--- config.mk ---
export PLATFORM = sky130hd
export DESIGN_NAME = clint_timer
export DESIGN_NICKNAME = d
export VERILOG_FILES = /design/src/rtl/clint_timer.sv
export SDC_FILE = /design/constraint.sdc
export NUM_CORES = 1
export LEC_CHECK = 0
export ABC_AREA = 1
export ABC_CLOCK_PERIOD_IN_PS = 2100
export BUFFER_PORTS_ARGS = -buffer_cell sky130_fd_sc_hd__buf_2
export CAP_MARGIN = 20
export CORE_MARGIN = 2
export CORE_UTILIZATION = 40
export CTS_BUF_LIST = sky130_fd_sc_hd__clkbuf_4
export CTS_CLUSTER_DIAMETER = 200
export DETAILED_ROUTE_END_ITERATION = 10
export PLACE_DENSITY_LB_ADDON = 0.05
export SLEW_MARGIN = 10
export SYNTH_ARGS = -nofsm -noshare
export SYNTH_HDL_FRONTEND = slang
export SYNTH_SLANG_ARGS = --single-unit
--- constraint.sdc ---
create_clock -name clock -period 2.1 [get_ports clock]
set_input_delay 0.315 -clock clock [delete_from_list [all_inputs] [get_ports clock]]
set_output_delay 0.315 -clock clock [all_outputs]
set_load 0.02 [all_outputs]
--- src/rtl/clint_timer.sv ---
// rtl/clint_timer.sv - machine timer and software interrupt block with a single-request register bus
module clint_timer #(
    parameter int unsigned TICK_DIV = 1
) (
    input  logic        clock,
    input  logic        reset,
    input  logic        bus_valid,
    input  logic        bus_we,
    input  logic [15:0] bus_addr,
    input  logic [31:0] bus_wdata,
    input  logic [3:0]  bus_wstrb,
    output logic        bus_ready,
    output logic [31:0] bus_rdata,
    output logic        timer_interrupt,
    output logic        software_interrupt
);
    localparam logic [15:0] ADDR_MSIP   = 16'h0000;
    localparam logic [15:0] ADDR_CMP_LO = 16'h4000;
    localparam logic [15:0] ADDR_CMP_HI = 16'h4004;
    localparam logic [15:0] ADDR_MT_LO  = 16'hBFF8;
    localparam logic [15:0] ADDR_MT_HI  = 16'hBFFC;
    localparam logic [15:0] TICK_LAST   = 16'(TICK_DIV - 1);

    typedef enum logic {ST_IDLE, ST_RESP} state_t;

    state_t      state;
    logic [31:0] msip;
    logic [63:0] mtimecmp;
    logic [63:0] mtime;
    logic [15:0] prescaler;
    logic        accept;
    logic        wr;
    logic        tick;
    logic        wr_mtime;
    logic [31:0] rd_data;

    function automatic logic [31:0] merge_bytes(input logic [31:0] old,
                                                input logic [31:0] data,
                                                input logic [3:0]  strb);
        logic [31:0] res;
        res = old;
        for (int b = 0; b < 4; b++) begin
            if (strb[b]) res[8*b +: 8] = data[8*b +: 8];
        end
        return res;
    endfunction

    assign accept   = (state == ST_IDLE) && bus_valid;
    assign wr       = accept && bus_we;
    assign tick     = (prescaler == TICK_LAST);
    // An mtime write with no byte enables changes nothing, so it does not steal the tick.
    assign wr_mtime = wr && ((bus_addr == ADDR_MT_LO) || (bus_addr == ADDR_MT_HI)) && (bus_wstrb != 4'b0000);

    assign software_interrupt = msip[0];

    always_comb begin
        rd_data = 32'h0;
        case (bus_addr)
            ADDR_MSIP:   rd_data = msip;
            ADDR_CMP_LO: rd_data = mtimecmp[31:0];
            ADDR_CMP_HI: rd_data = mtimecmp[63:32];
            ADDR_MT_LO:  rd_data = mtime[31:0];
            ADDR_MT_HI:  rd_data = mtime[63:32];
            default:     rd_data = 32'h0;
        endcase
    end

    always_ff @(posedge clock) begin
        if (reset) begin
            state           <= ST_IDLE;
            msip            <= 32'h0;
            mtimecmp        <= 64'hFFFF_FFFF_FFFF_FFFF;
            mtime           <= 64'h0;
            prescaler       <= 16'h0;
            bus_ready       <= 1'b0;
            bus_rdata       <= 32'h0;
            timer_interrupt <= 1'b0;
        end else begin
            prescaler       <= tick ? 16'h0 : prescaler + 16'd1;
            timer_interrupt <= (mtime >= mtimecmp);

            // A bus write to either half wins over the tick; the other half holds.
            if (wr_mtime) begin
                if (bus_addr == ADDR_MT_LO)
                    mtime[31:0]  <= merge_bytes(mtime[31:0], bus_wdata, bus_wstrb);
                else
                    mtime[63:32] <= merge_bytes(mtime[63:32], bus_wdata, bus_wstrb);
            end else if (tick) begin
                mtime <= mtime + 64'd1;
            end

            if (wr && (bus_addr == ADDR_MSIP) && bus_wstrb[0])
                msip <= {31'h0, bus_wdata[0]};
            if (wr && (bus_addr == ADDR_CMP_LO))
                mtimecmp[31:0]  <= merge_bytes(mtimecmp[31:0], bus_wdata, bus_wstrb);
            if (wr && (bus_addr == ADDR_CMP_HI))
                mtimecmp[63:32] <= merge_bytes(mtimecmp[63:32], bus_wdata, bus_wstrb);

            case (state)
                ST_IDLE: begin
                    if (accept) begin
                        state     <= ST_RESP;
                        bus_ready <= 1'b1;
                        bus_rdata <= rd_data;
                    end
                end
                ST_RESP: begin
                    state     <= ST_IDLE;
                    bus_ready <= 1'b0;
                    bus_rdata <= 32'h0;
                end
                default: begin
                    state     <= ST_IDLE;
                    bus_ready <= 1'b0;
                    bus_rdata <= 32'h0;
                end
            endcase
        end
    end
endmodule

== Yosys cells after proc, flatten, opt, wreduce, memory -nomap -nowiden ==
Cells that the tools add are included.
Cells by class
  add/sub/neg operators: 2
  $mul: 0
  div/mod/pow operators: 0
  order comparisons: 1
  equality and inequality tests: 11
  shifts and indexed selects: 0
  multiplexer cells: 15
  bitwise logic cells: 1
  reduce and logical (&&, ||, !) cells: 30
Operators with widths (count)
  $pmux 32 s5: 1
  $mux 64: 2
  $mux 32: 3
  $add 64x1->64 const B: 1
  $ge 64x64->1: 1
  $pmux 32 s2: 1
  $eq 16x15->1 const B: 2
  $eq 16x16->1 const B: 2
  $logic_not 16->1: 2
  $mux 8: 4
  $reduce_and 3->1: 8
  $add 16x1->16 const B: 1
  $reduce_and 2->1: 8
  $ne 2x2->1 const B: 6
  $logic_and 1x1->1: 8
  $pmux 1 s2: 2
  $reduce_bool 4->1: 1
  $mux 1: 2
  $ne 2x1->1 const B: 1
  $reduce_bool 2->1: 1
  $reduce_or 2->1: 1
  $logic_or 1x1->1: 1
  $not 1->1: 1
Word-level totals
  register bits after elaboration: 180
  bits in latches: 0
  RAM bits: 0
  ROM bits: 0
  bits of input ports: 56
  memories kept: 0

== Logic depth before layout (Yosys ltp) ==
  depth after elaboration: 7
  gate-level depth with buffers: 15
  depth with buffers taken out: 15

== Worst setup path before layout ==
OpenSTA, ideal clock, no wires.
  path kind: register -> register
  start point: register mtime[0]
  end point: register mtime[36]
  arrival: 1.778 ns
  required time: 2.036 ns
  path slack: 0.258 ns
  stages on the path, launching flop included: 14
  cells stage by stage: dfxtp_1 ha_1 nand2_1 nor2_1 nand2_1 nor2_1 nand2_1 nor2_1 nand2_1 nand2_1 nand2_1 o21ai_0 nor2_1 nor2_1
Between the ends
  longest elaborated chain between the ends: 3
Ends and longest elaborated chain
  start, declared: line 29  | logic [63:0] mtime;
  start signal, assigned: line 85  | mtime[31:0] <= merge_bytes(mtime[31:0], bus_wdata, bus_wstrb);
  start signal, assigned: line 89  | mtime <= mtime + 64'd1;
  $add 64x1->64: line 89
  $mux 64: line 88  | end else if (tick) begin
  $mux 64: line 83  | if (wr_mtime) begin
No other way between the ends. The select of a mux whose other input is x is not followed.
A chain may end at the register's enable or synchronous reset.

== Worst setup path after layout ==
  start point: register mtimecmp[63]
  end point: register timer_interrupt
Between the ends
  longest elaborated chain between the ends: 1
Ends and longest elaborated chain
  start, declared: line 28  | logic [63:0] mtimecmp;
  start signal, assigned: line 97  | mtimecmp[63:32] <= merge_bytes(mtimecmp[63:32], bus_wdata, bus_wstrb);
  $ge 64x64->1: line 80  | timer_interrupt <= (mtime >= mtimecmp);
  end signal, assigned: line 80
  end, declared: line 14  | output logic timer_interrupt,
No other way between the ends.

==> run_results.csv <==
group,metric,value,unit
detailed_routing,ant_nets,0,
synth,synthesis.area_per_instance,6.07,um2
floorplanning,rows,63,
synth,ys_seq_area_share,29.5,%
synth,synth_top_area_share,29.5,%
clock_network,numCtsBuffers,17,
global_route,grt_pass1_wl,74600,um
clock_network,clock_latency,0.66,ns
global_route,grt_pass1_vias,13100,
power_and_ir_drop,ir_worst_vdd,288,uV
placed_design,placed_cell_area,14500,um2
synth,ys.flop_type,"dfxtp_1",
sta,layout_setup_ws,0.106,ns
global_route,grt_max_degree,63,
layout,multi_input_area,7500,um2
hold_path,hold_end,"mtimecmp[1]$_SDFFE_PP1P_",
layout,final_cell_area,15300,um2
power_and_ir_drop,p_leak,7.76,nW
sta,min_period_over_period,94.9,%
sta,worstMarginPinSlew,0.758,ns
worst_setup_path,rr_startpoint,"mtimecmp[63]$_SDFFE_PP1P_",
detailed_routing,wirelength,49000,um
hold_path,hold_depth,3,
sta,maxSlewViolCount,0,
detailed_routing,dr.first_iter.drc_count,1098,
floorplanning,start_util,40.8,%
clock_network,clockBufferDepth,2,
layout,syn_to_final_growth,25.5,%
worst_setup_path,r2r.worst_path.cells,10,
synth,synthTopCellsByCount,"577 x nand2_1, 267 x inv_1, 219 x nor2_1, 180 x dfxtp_1, 176 x nand3_1",
synth,synth_cells,2012,
synth,yosysMostFrequentCell,"nand2_1",
placed_design,dp.cells,2613,
detailed_routing,drt_pass1_iterations,5,
clock_network,clk_pin_slew,0.16,ns
placed_design,place_ws,-0.112,ns
floorplanning,chipWidth,179,um
global_route,gr-usage-all-layers,31.3,%
clock_network,h-tree-depth,4,
synth,synthArstFlopShare,0,%
power_and_ir_drop,pwr_density_cell,391,nW/um2
detailed_routing,wire_per_inst,18.3,um
hold_path,worstHoldStart,"bus_wdata[1]",
sta,clock_skew,0.0191,ns
worst_setup_path,crit_fanout,3,
worst_setup_path,cpPeakStageDelay,0.38,ns
clock_network,cts_sinks,180,
run,drv_cap,0,
layout,layout-drive-gt1-share,17.7,%
floorplanning,io_pins,91,
detailed_routing,drc_errors,0,
worst_setup_path,r2r_end,"timer_interrupt$_SDFF_PP0_",
worst_setup_path,end_kind,"flip-flop",
sta,setup_viol,0,
placed_design,place_congestion,0.984,
placed_design,dpl.hpwl,38700,um
placed_design,io_buffers,90,
floorplanning,core,29900,um2
hold_path,min_path_type,"primary input to flip-flop",
worst_setup_path,reg2reg_slack,0.11,ns
synth,yosysWarnings,0,
floorplanning,fp.dieH,179,um
synth,synth.area.top_cells,"dfxtp_1 30%, nand2_1 18%, inv_1 8.2%",
floorplanning,dieArea,31900,um2
layout,finalNonFillerCells,2681,
sta,min_period,1.99,ns
synth,ys_seq_elements,180,
layout,fillCellCount,3274,
synth,syn_area,12200,um2
sta,fmax,502,MHz
status,outcome,"completed",
layout,seq_area,3630,um2
layout,fin_util,51.3,%
worst_setup_path,crit_path_top_delay_cell,"dfxtp_1",
clock_network,cts_tree,"yes",
worst_setup_path,worstPathRequired,2.68,ns
synth,yosysTopAreaCell,"dfxtp_1",
clock_network,cts_root_buffer,"clkbuf_4",
synth,synth_nets,2135,
worst_setup_path,crit_arrival,2.57,ns
detailed_routing,via_per_inst,5.28,
sta,slew_headroom,49.4,%
detailed_routing,routed-via-count,14200,
synth,yosysUniqueCellTypes,30,
worst_setup_path,path_cells,"inv_1, ha_1, nand2_1, nor2_2, nand4_1, inv_1, nand2_1, a21oi_1, nor2_1, a21oi_1",
global_route,antenna_found_initial,1,
worst_setup_path,critPathKind,"flip-flop to flip-flop",
global_route,overflow,0,
synth,synth-edff-count,0,
layout,nets,2400,
worst_setup_path,start_kind,"flip-flop",
sta,hold_viol,0,
sta,grt_setup_unrepaired,"true",
## placed cells by master, fill, tap and decap left out, types with 21 or more instances in the layout
master	instances
a21oi_1	153
ha_1	67
nand4_1	82
nand2_1	569
o21ai_0	93
nor2_1	192
dlygate4sd3_1	30
buf_4	185
o211ai_1	39
inv_1	265
nand3_1	171
buf_2	90
nor2_2	21
dfxtp_1	162
nor3_1	28
## sequential cells by signal, summed over array words and instances (netlist names)
name,flops
bus_ready,1
mtimecmp,64
mtime,64
timer_interrupt,1
bus_rdata,32
state,1
msip,1
prescaler,16
## worst max path at each step
| stage | startpoint | slack, ns | endpoint |
|---|---|---|---|
| finish | mtimecmp[63]$_SDFFE_PP1P_ | 0.11 | timer_interrupt$_SDFF_PP0_ |
| global route | mtime[5]$_SDFFE_PP0P_ | -0.05 | mtime[61]$_SDFFE_PP0P_ |
| CTS | mtime[5]$_SDFFE_PP0P_ | 0.005 | mtime[61]$_SDFFE_PP0P_ |
| detailed placement | mtime[8]$_SDFFE_PP0P_ | -0.11 | mtime[23]$_SDFFE_PP0P_ |
| global placement | mtime[5]$_SDFFE_PP0P_ | -0.18 | mtime[37]$_SDFFE_PP0P_ |
| floorplan | mtime[0]$_SDFFE_PP0P_ | 0.26 | mtime[36]$_SDFFE_PP0P_ |
## power breakdown
part           internal (mW)  switching, mW  leakage [nW]
registers               3.42        0.00399          1.46
clock network          0.810           1.35         0.146
logic                  0.144          0.256          6.16
## metal layers
layer	up-vias	share of wire, %	wire, um	track usage [%]
met5	-	0	0	0
li1	7103	-	-	-
met4	0	2.2	1100	9.52
met2	459	45	21900	50.4
met1	6544	47	22800	42.8
met3	48	6.5	3170	5.00
## stage by stage
step                      total power [mW]  setup TNS (ns)  hold slack (ns)
final                                 5.99               0           0.0717
after global routing                  6.19         -0.0622           0.0534
after CTS                             6.04               0           0.0294
after detailed placement              3.85          -0.270            0.453
after global placement                3.85          -0.246            0.442
after floorplan                       3.67               0            0.423
## repair_timing
item,in CTS,in global routing
endpoints found under the hold margin,58,0
pin swaps,0,8
cloned,0,0
gates resized for setup,6,77
setup endpoints to repair,6,57
setup buffers,0,5
hold buffers,30,0
## worst max-delay path: cells and delay by family (launching register included)
| family | cells | cell delay [ns] |
|---|---|---|
| AO/OA/AOI/OAI | 2 | 0.36 |
| flip-flops | 1 | 0.38 |
| buffers and inverters | 2 | 0.23 |
| adder cells (fa/ha/maj) | 1 | 0.29 |
| AND/OR/NAND/NOR | 5 | 0.67 |
## cell families after synthesis
kind of cell	after synthesis	share of synthesized area, %
DFF	180	29.5
buffers and inverters	343	10.7
xor gates and xnor gates	8	0.574
AOI/OAI and AO/OA	304	13.4
adders and majority gates	67	6.87
and+or+nand+nor	1110	38.8
## layout make-up
cell class | count | area share [%]
Clock inverter | 15 | 1.07
Timing Repair Buffer | 318 | 15.6
Clock buffer | 17 | 0.833
Antenna cell | 1 | 0.0163
Multi-Input combinational cell | 1489 | 49.0
Tap cell | 390 | 3.19
Inverter | 271 | 6.64
Sequential cell | 180 | 23.7
No activity file was read; power rests on OpenSTA's default activity.
